### src/rtl/lzw_pkg.sv
`default_nettype none
// ============================================================================
// Module      : lzw_pkg
// Description : Shared constants and types for the LZW dictionary RAM
//               controller: dictionary geometry, empty-entry marker and the
//               controller state encoding.
// Revision    : 1.0 - initial release
// ============================================================================
package lzw_pkg;

    localparam int DICT_ADDR_W = 12;
    localparam int DICT_DATA_W = 13;
    localparam int DICT_DEPTH  = 4096;

    // Marker written into every entry by a dictionary clear.
    localparam logic [DICT_DATA_W-1:0] DICT_EMPTY = 13'h1FFF;

    typedef enum logic [0:0] {
        READY = 1'b0,
        CLEAR = 1'b1
    } ctrl_state_e;

endpackage : lzw_pkg
`default_nettype wire

### src/rtl/rr_arb2.sv
`default_nettype none
// ============================================================================
// Module      : rr_arb2
// Description : Two-requester round-robin arbiter with combinational grants
//               and a registered priority pointer. With a single requester
//               pending it is granted at once; with both pending the side
//               that was not granted most recently wins.
// Ports       : clk, rst_n       - clock, asynchronous active-low reset
//               en_i             - grants allowed this cycle
//               req0_i / req1_i  - requests (req0 = read side)
//               gnt0_o / gnt1_o  - one-hot (or zero) grants
// Revision    : 1.0 - initial release
// ============================================================================
module rr_arb2 (
    input  logic clk,
    input  logic rst_n,
    input  logic en_i,
    input  logic req0_i,
    input  logic req1_i,
    output logic gnt0_o,
    output logic gnt1_o
);

    // prio1_q = 1 means requester 1 wins a tie; reset favours requester 0.
    logic prio1_q;
    logic prio1_d;

    always_comb begin
        gnt0_o  = 1'b0;
        gnt1_o  = 1'b0;
        prio1_d = prio1_q;
        if (en_i) begin
            if (req0_i && (!req1_i || !prio1_q)) begin
                gnt0_o = 1'b1;
            end else if (req1_i) begin
                gnt1_o = 1'b1;
            end
        end
        if (gnt0_o) prio1_d = 1'b1;
        if (gnt1_o) prio1_d = 1'b0;
    end

    always_ff @(posedge clk or negedge rst_n) begin
        if (!rst_n) prio1_q <= 1'b0;
        else        prio1_q <= prio1_d;
    end

endmodule : rr_arb2
`default_nettype wire

### src/rtl/dict_ram_ctrl.sv
`default_nettype none
// ============================================================================
// Module      : dict_ram_ctrl
// Description : Sequencer/arbiter for one LZW dictionary RAM. Shares the RAM
//               port between a read requester and a write requester using
//               round-robin, and performs a full dictionary clear (every
//               entry set to CLR_VAL) on request.
// Ports       : clk, rst_n                 - clock, async active-low reset
//               clr_req / clr_busy         - clear start pulse / clear active
//               rd_req, rd_addr, rd_gnt    - read request handshake
//               rd_valid, rd_data_o        - read response (grant + 2 cycles)
//               wr_req, wr_addr, wr_data,
//               wr_gnt                     - write request handshake
//               ram_en, ram_wren, ram_addr,
//               ram_wr_data, ram_rd_data   - registered RAM port
// Options     : DICT_AUTO_CLEAR_EN - when defined, the controller leaves
//               reset in CLEAR and wipes the dictionary before any grant.
// Revision    : 1.0 - initial release
// ============================================================================
module dict_ram_ctrl
    import lzw_pkg::*;
#(
    parameter int                ADDR_W  = DICT_ADDR_W,
    parameter int                DATA_W  = DICT_DATA_W,
    parameter logic [DATA_W-1:0] CLR_VAL = DICT_EMPTY
) (
    input  logic              clk,
    input  logic              rst_n,
    input  logic              clr_req,
    output logic              clr_busy,
    input  logic              rd_req,
    input  logic [ADDR_W-1:0] rd_addr,
    output logic              rd_gnt,
    output logic              rd_valid,
    output logic [DATA_W-1:0] rd_data_o,
    input  logic              wr_req,
    input  logic [ADDR_W-1:0] wr_addr,
    input  logic [DATA_W-1:0] wr_data,
    output logic              wr_gnt,
    output logic              ram_en,
    output logic              ram_wren,
    output logic [ADDR_W-1:0] ram_addr,
    output logic [DATA_W-1:0] ram_wr_data,
    input  logic [DATA_W-1:0] ram_rd_data
);

`ifdef DICT_AUTO_CLEAR_EN
    localparam ctrl_state_e RST_STATE = CLEAR;
`else
    localparam ctrl_state_e RST_STATE = READY;
`endif

    ctrl_state_e       state_q, state_d;
    logic [ADDR_W-1:0] cnt_q, cnt_d;
    logic              clr_busy_q;
    logic              ram_en_q, ram_en_d;
    logic              ram_wren_q, ram_wren_d;
    logic [ADDR_W-1:0] ram_addr_q, ram_addr_d;
    logic [DATA_W-1:0] ram_wr_data_q, ram_wr_data_d;
    logic              rd_pend_q;
    logic              rd_valid_q;
    logic [DATA_W-1:0] rd_data_q;
    logic              grant_en;

    // A clear request blocks grants in the very cycle it arrives, so nothing
    // is accepted that would land on the RAM after the clear has begun.
    assign grant_en = (state_q == READY) && !clr_req;

    rr_arb2 u_arb (
        .clk    (clk),
        .rst_n  (rst_n),
        .en_i   (grant_en),
        .req0_i (rd_req),
        .req1_i (wr_req),
        .gnt0_o (rd_gnt),
        .gnt1_o (wr_gnt)
    );

    always_comb begin
        state_d       = state_q;
        cnt_d         = cnt_q;
        ram_en_d      = 1'b0;
        ram_wren_d    = 1'b0;
        ram_addr_d    = ram_addr_q;
        ram_wr_data_d = ram_wr_data_q;
        case (state_q)
            READY: begin
                if (clr_req) begin
                    state_d = CLEAR;
                end else if (rd_gnt) begin
                    ram_en_d   = 1'b1;
                    ram_addr_d = rd_addr;
                end else if (wr_gnt) begin
                    ram_en_d      = 1'b1;
                    ram_wren_d    = 1'b1;
                    ram_addr_d    = wr_addr;
                    ram_wr_data_d = wr_data;
                end
            end
            CLEAR: begin
                ram_en_d      = 1'b1;
                ram_wren_d    = 1'b1;
                ram_addr_d    = cnt_q;
                ram_wr_data_d = CLR_VAL;
                if (cnt_q == '1) begin
                    state_d = READY;
                    cnt_d   = '0;
                end else begin
                    cnt_d = cnt_q + 1'b1;
                end
            end
            default: begin
                state_d = READY;
            end
        endcase
    end

    always_ff @(posedge clk or negedge rst_n) begin
        if (!rst_n) begin
            state_q       <= RST_STATE;
            cnt_q         <= '0;
            clr_busy_q    <= 1'b0;
            ram_en_q      <= 1'b0;
            ram_wren_q    <= 1'b0;
            ram_addr_q    <= '0;
            ram_wr_data_q <= '0;
        end else begin
            state_q       <= state_d;
            cnt_q         <= cnt_d;
            clr_busy_q    <= (state_d == CLEAR);
            ram_en_q      <= ram_en_d;
            ram_wren_q    <= ram_wren_d;
            ram_addr_q    <= ram_addr_d;
            ram_wr_data_q <= ram_wr_data_d;
        end
    end

    // Read return path. The RAM presents data while the read strobe is on
    // its pins (its address register is ram_addr_q), so the word is captured
    // at the end of that cycle: grant N, RAM access N+1, rd_valid N+2.
    always_ff @(posedge clk or negedge rst_n) begin
        if (!rst_n) begin
            rd_pend_q  <= 1'b0;
            rd_valid_q <= 1'b0;
            rd_data_q  <= '0;
        end else begin
            rd_pend_q  <= rd_gnt;
            rd_valid_q <= rd_pend_q;
            if (rd_pend_q) rd_data_q <= ram_rd_data;
        end
    end

    assign clr_busy    = clr_busy_q;
    assign rd_valid    = rd_valid_q;
    assign rd_data_o   = rd_data_q;
    assign ram_en      = ram_en_q;
    assign ram_wren    = ram_wren_q;
    assign ram_addr    = ram_addr_q;
    assign ram_wr_data = ram_wr_data_q;

endmodule : dict_ram_ctrl
`default_nettype wire
### config.mk
export PLATFORM = sky130hd
export DESIGN_NAME = dict_ram_ctrl
export DESIGN_NICKNAME = d
export VERILOG_FILES = /design/src/rtl/lzw_pkg.sv /design/src/rtl/rr_arb2.sv /design/src/rtl/dict_ram_ctrl.sv
export SDC_FILE = /design/constraint.sdc
export NUM_CORES = 1
export LEC_CHECK = 0
export BUFFER_PORTS_ARGS = -buffer_cell sky130_fd_sc_hd__clkbuf_2
export CORE_ASPECT_RATIO = 0.9
export CORE_MARGIN = 5
export CORE_UTILIZATION = 35
export CTS_CLUSTER_DIAMETER = 120
export CTS_CLUSTER_SIZE = 40
export DETAILED_ROUTE_END_ITERATION = 12
export GPL_TIMING_DRIVEN = 0
export SYNTH_ARGS = -nofsm -noshare
export SYNTH_HDL_FRONTEND = slang
export SYNTH_SLANG_ARGS = --single-unit
### constraint.sdc
create_clock -name clk -period 1.75 [get_ports clk]
set_clock_uncertainty 0.05 [all_clocks]
set_input_delay 0.2625 -clock clk [delete_from_list [all_inputs] [get_ports clk]]
set_output_delay 0.2625 -clock clk [all_outputs]
set_load 0.02 [all_outputs]
==> metrics.txt <==
maximum vdd drop 0.370 mV; DR iter-0 viols 62; setup violators final 0; Power Density 958 nW/um^2; Crit path max-delay family simple AND/OR/NAND/NOR gates; f_max 598 MHz; first-pass GRT wire length 10300 um; P_leak 0.00157 uW; r2r startpoint clr_busy; std cell rows 29; area share of the largest cell type after synthesis 0.569; Post-Route Utilization 0.465; Multi-input gate area 1020 sq um; Core ar. 6970 sq um; met2 WL 2910 um; Final Hold Viols 26; Area Overhead vs Synth 31.6%; pin count of the biggest net entering global routing 57; R2R setup slack 0.15 ns; Post-Syn Instances 232; Worst Path Arrival 1.36 ns; WS Path Type reg2out; Crit path required time 1.44 ns; Rel. slew slack 0.496; CTS sink count 56; Clock Path Buffers 2; failing checks negative hold slack; most common cell after layout, fill and taps aside clkbuf_2; total grt overflow 0; Avg WL per Cell 14.2 um; final net count 394; DR vias/cell 4.66; Period Utilization, post-route 0.955; Reg2Reg Depth 6; M1 WL 2860 um; Critical Path Start Type register; Synth warnings 0; Seq/Total Area, Yosys 0.569; Yosys top cell by area dfrtp_1; Distinct cells, synth 32; gp weighted congestion 0.782; Die Height 89.6 um; Avg Cell Area, Syn 10.6 sq um; vias in the first global route 2082; clock-pin slew on the worst setup and hold paths 0.11 ns; via count 2012; commonest cells after routing, fill and taps aside clkbuf_2, dfrtp_1, nand2_1; Root Driver clkbuf_8; Min Clock Period, post-route 1.67 ns; Syn Nets 288; cts bufs inserted 5; Total Routing Usage GR 0.146; Post-route DRC 0; CP max stage delay 0.40 ns; Register Area 1400 sq um; share of cells above drive strength 1 0.395; max_cap viols 0; fin. max-slew vios 0; Diodes inserted 0; outcome finished, violations left; port bufs 98; Slowest-stage cell, CP dfrtp_1; CTS tree done; Post-Syn Area 2460 sq um; total routed wirelength 6150 um; antenna violations before repair 0; die width 98.4 um; design area 3240 sq um; Post-DP Area 3070 sq um; met3 wire len 315 um; clock latency on the worst-skew pair 0.31 ns; Slew @ Worst Pin 0.756 ns; worst-path cell chain nand2b_1 -> nand3_4 -> nor2_4 -> buf_6; register bit total from synthesis 56; final antenna-violating net count 0; total I/O pin count 99; setup TNS 0 ns; initial core utilization 0.354; Tot Pwr 3100 uW; Crit. End Element output port; Worst Hold Class in2async; CP max FO 16; die area 8820 sq um; First-pass DRT Iterations 4; ranking of synthesized cells by area dfrtp_1, o2bb2ai_1, nand2_1; worst hold slack -0.0145 ns; Top Layer Used met4; H-tree depth 2; FILL cells 703; RR Endpoint ram_addr[5]; Buf+Inv Stages, Crit Path 1; RSZ-0062 raised after global routing true; hpwl dp 4570 um
## worst max-delay path by stage
stage,startpoint,to,slack (ns),depth (start not counted)
3_5_place_dp,clr_busy,wr_gnt,-0.17,5
5_1_grt,u_arb.prio1_q,wr_gnt,-0.007,4
2_1_floorplan,clr_busy,wr_gnt,0.13,4
4_1_cts,clr_busy,rd_gnt,-0.008,5
6_report,u_arb.prio1_q,wr_gnt,0.08,4
3_3_place_gp,clr_busy,wr_gnt,-0.16,5
## sequential cells by signal, summed over array words and instances (netlist names)
signal         flops
ram_addr          12
cnt_q             12
rd_pend_q          1
ram_wr_data       13
rd_valid           1
ram_en             1
ram_wren           1
rd_data_o         13
u_arb.prio1_q      1
clr_busy           1
## power by group
| part | leakage, uW | switching [uW] | internal, uW | total, uW |
|---|---|---|---|---|
| combinational | 0.000867 | 397 | 321 | 718 |
| clock | 0.0000463 | 443 | 295 | 738 |
| sequential | 0.000658 | 174 | 1470 | 1650 |
## stage by stage
step,setup slack (ns),cells
after floorplan,0.128,232
after global placement,-0.160,423
after detailed placement,-0.174,423
after CTS,-0.00770,431
after global routing,-0.00651,432
final,0.0789,432
## per-layer routing
metal  track usage  up-vias
li1              -     1018
met1         0.195      938
met2         0.246       52
met3        0.0332        4
met4        0.0335        0
met5             0        -
## synthesized netlist by cell type
cell type,number
and4_1,3
a21oi_1,7
nand2b_1,5
o21ai_1,2
nor3_1,1
buf_2,3
mux2i_1,1
and3_1,2
a222oi_1,2
xor2_1,1
nand3b_1,13
dfrtp_1,56
buf_4,1
inv_1,6
and2_1,1
a21boi_1,1
o21a_1,1
o22a_1,1
nand4_1,6
buf_1,1
nor2_1,22
clkbuf_1,8
nand3_1,3
ha_1,1
or3_1,1
o2bb2ai_1,19
o21ai_0,2
nand2_1,41
a21o_1,1
o22ai_1,1
xnor2_1,6
mux2_2,13
## layout make-up
type / count / area share
plain buffers: 11 / 0.0197
clock inverters: 3 / 0.00849
clock buffers: 5 / 0.0212
repair buffers: 101 / 0.162
inverters: 6 / 0.00695
multi-input cells: 157 / 0.314
flip-flops and latches: 56 / 0.432
well taps: 93 / 0.0359
## repair_timing
item,CTS,global route
pin swaps,0,2
resized for setup,12,12
setup buffers,1,2
endpoints found under the setup margin,1,3
hold buffers,0,0
gates cloned,0,0
## cells by family (layout without fill, tap and decap cells)
kind of cell,count (synthesis),count (layout),synth area share
simple gates,98,98,0.192
xor+xnor,7,7,0.0249
fa+ha+maj,1,1,0.00508
buf+inv,19,126,0.0320
flops,56,56,0.569
compound gates,37,37,0.113
mux,14,14,0.0635
(Power assumes the default switching activity.)
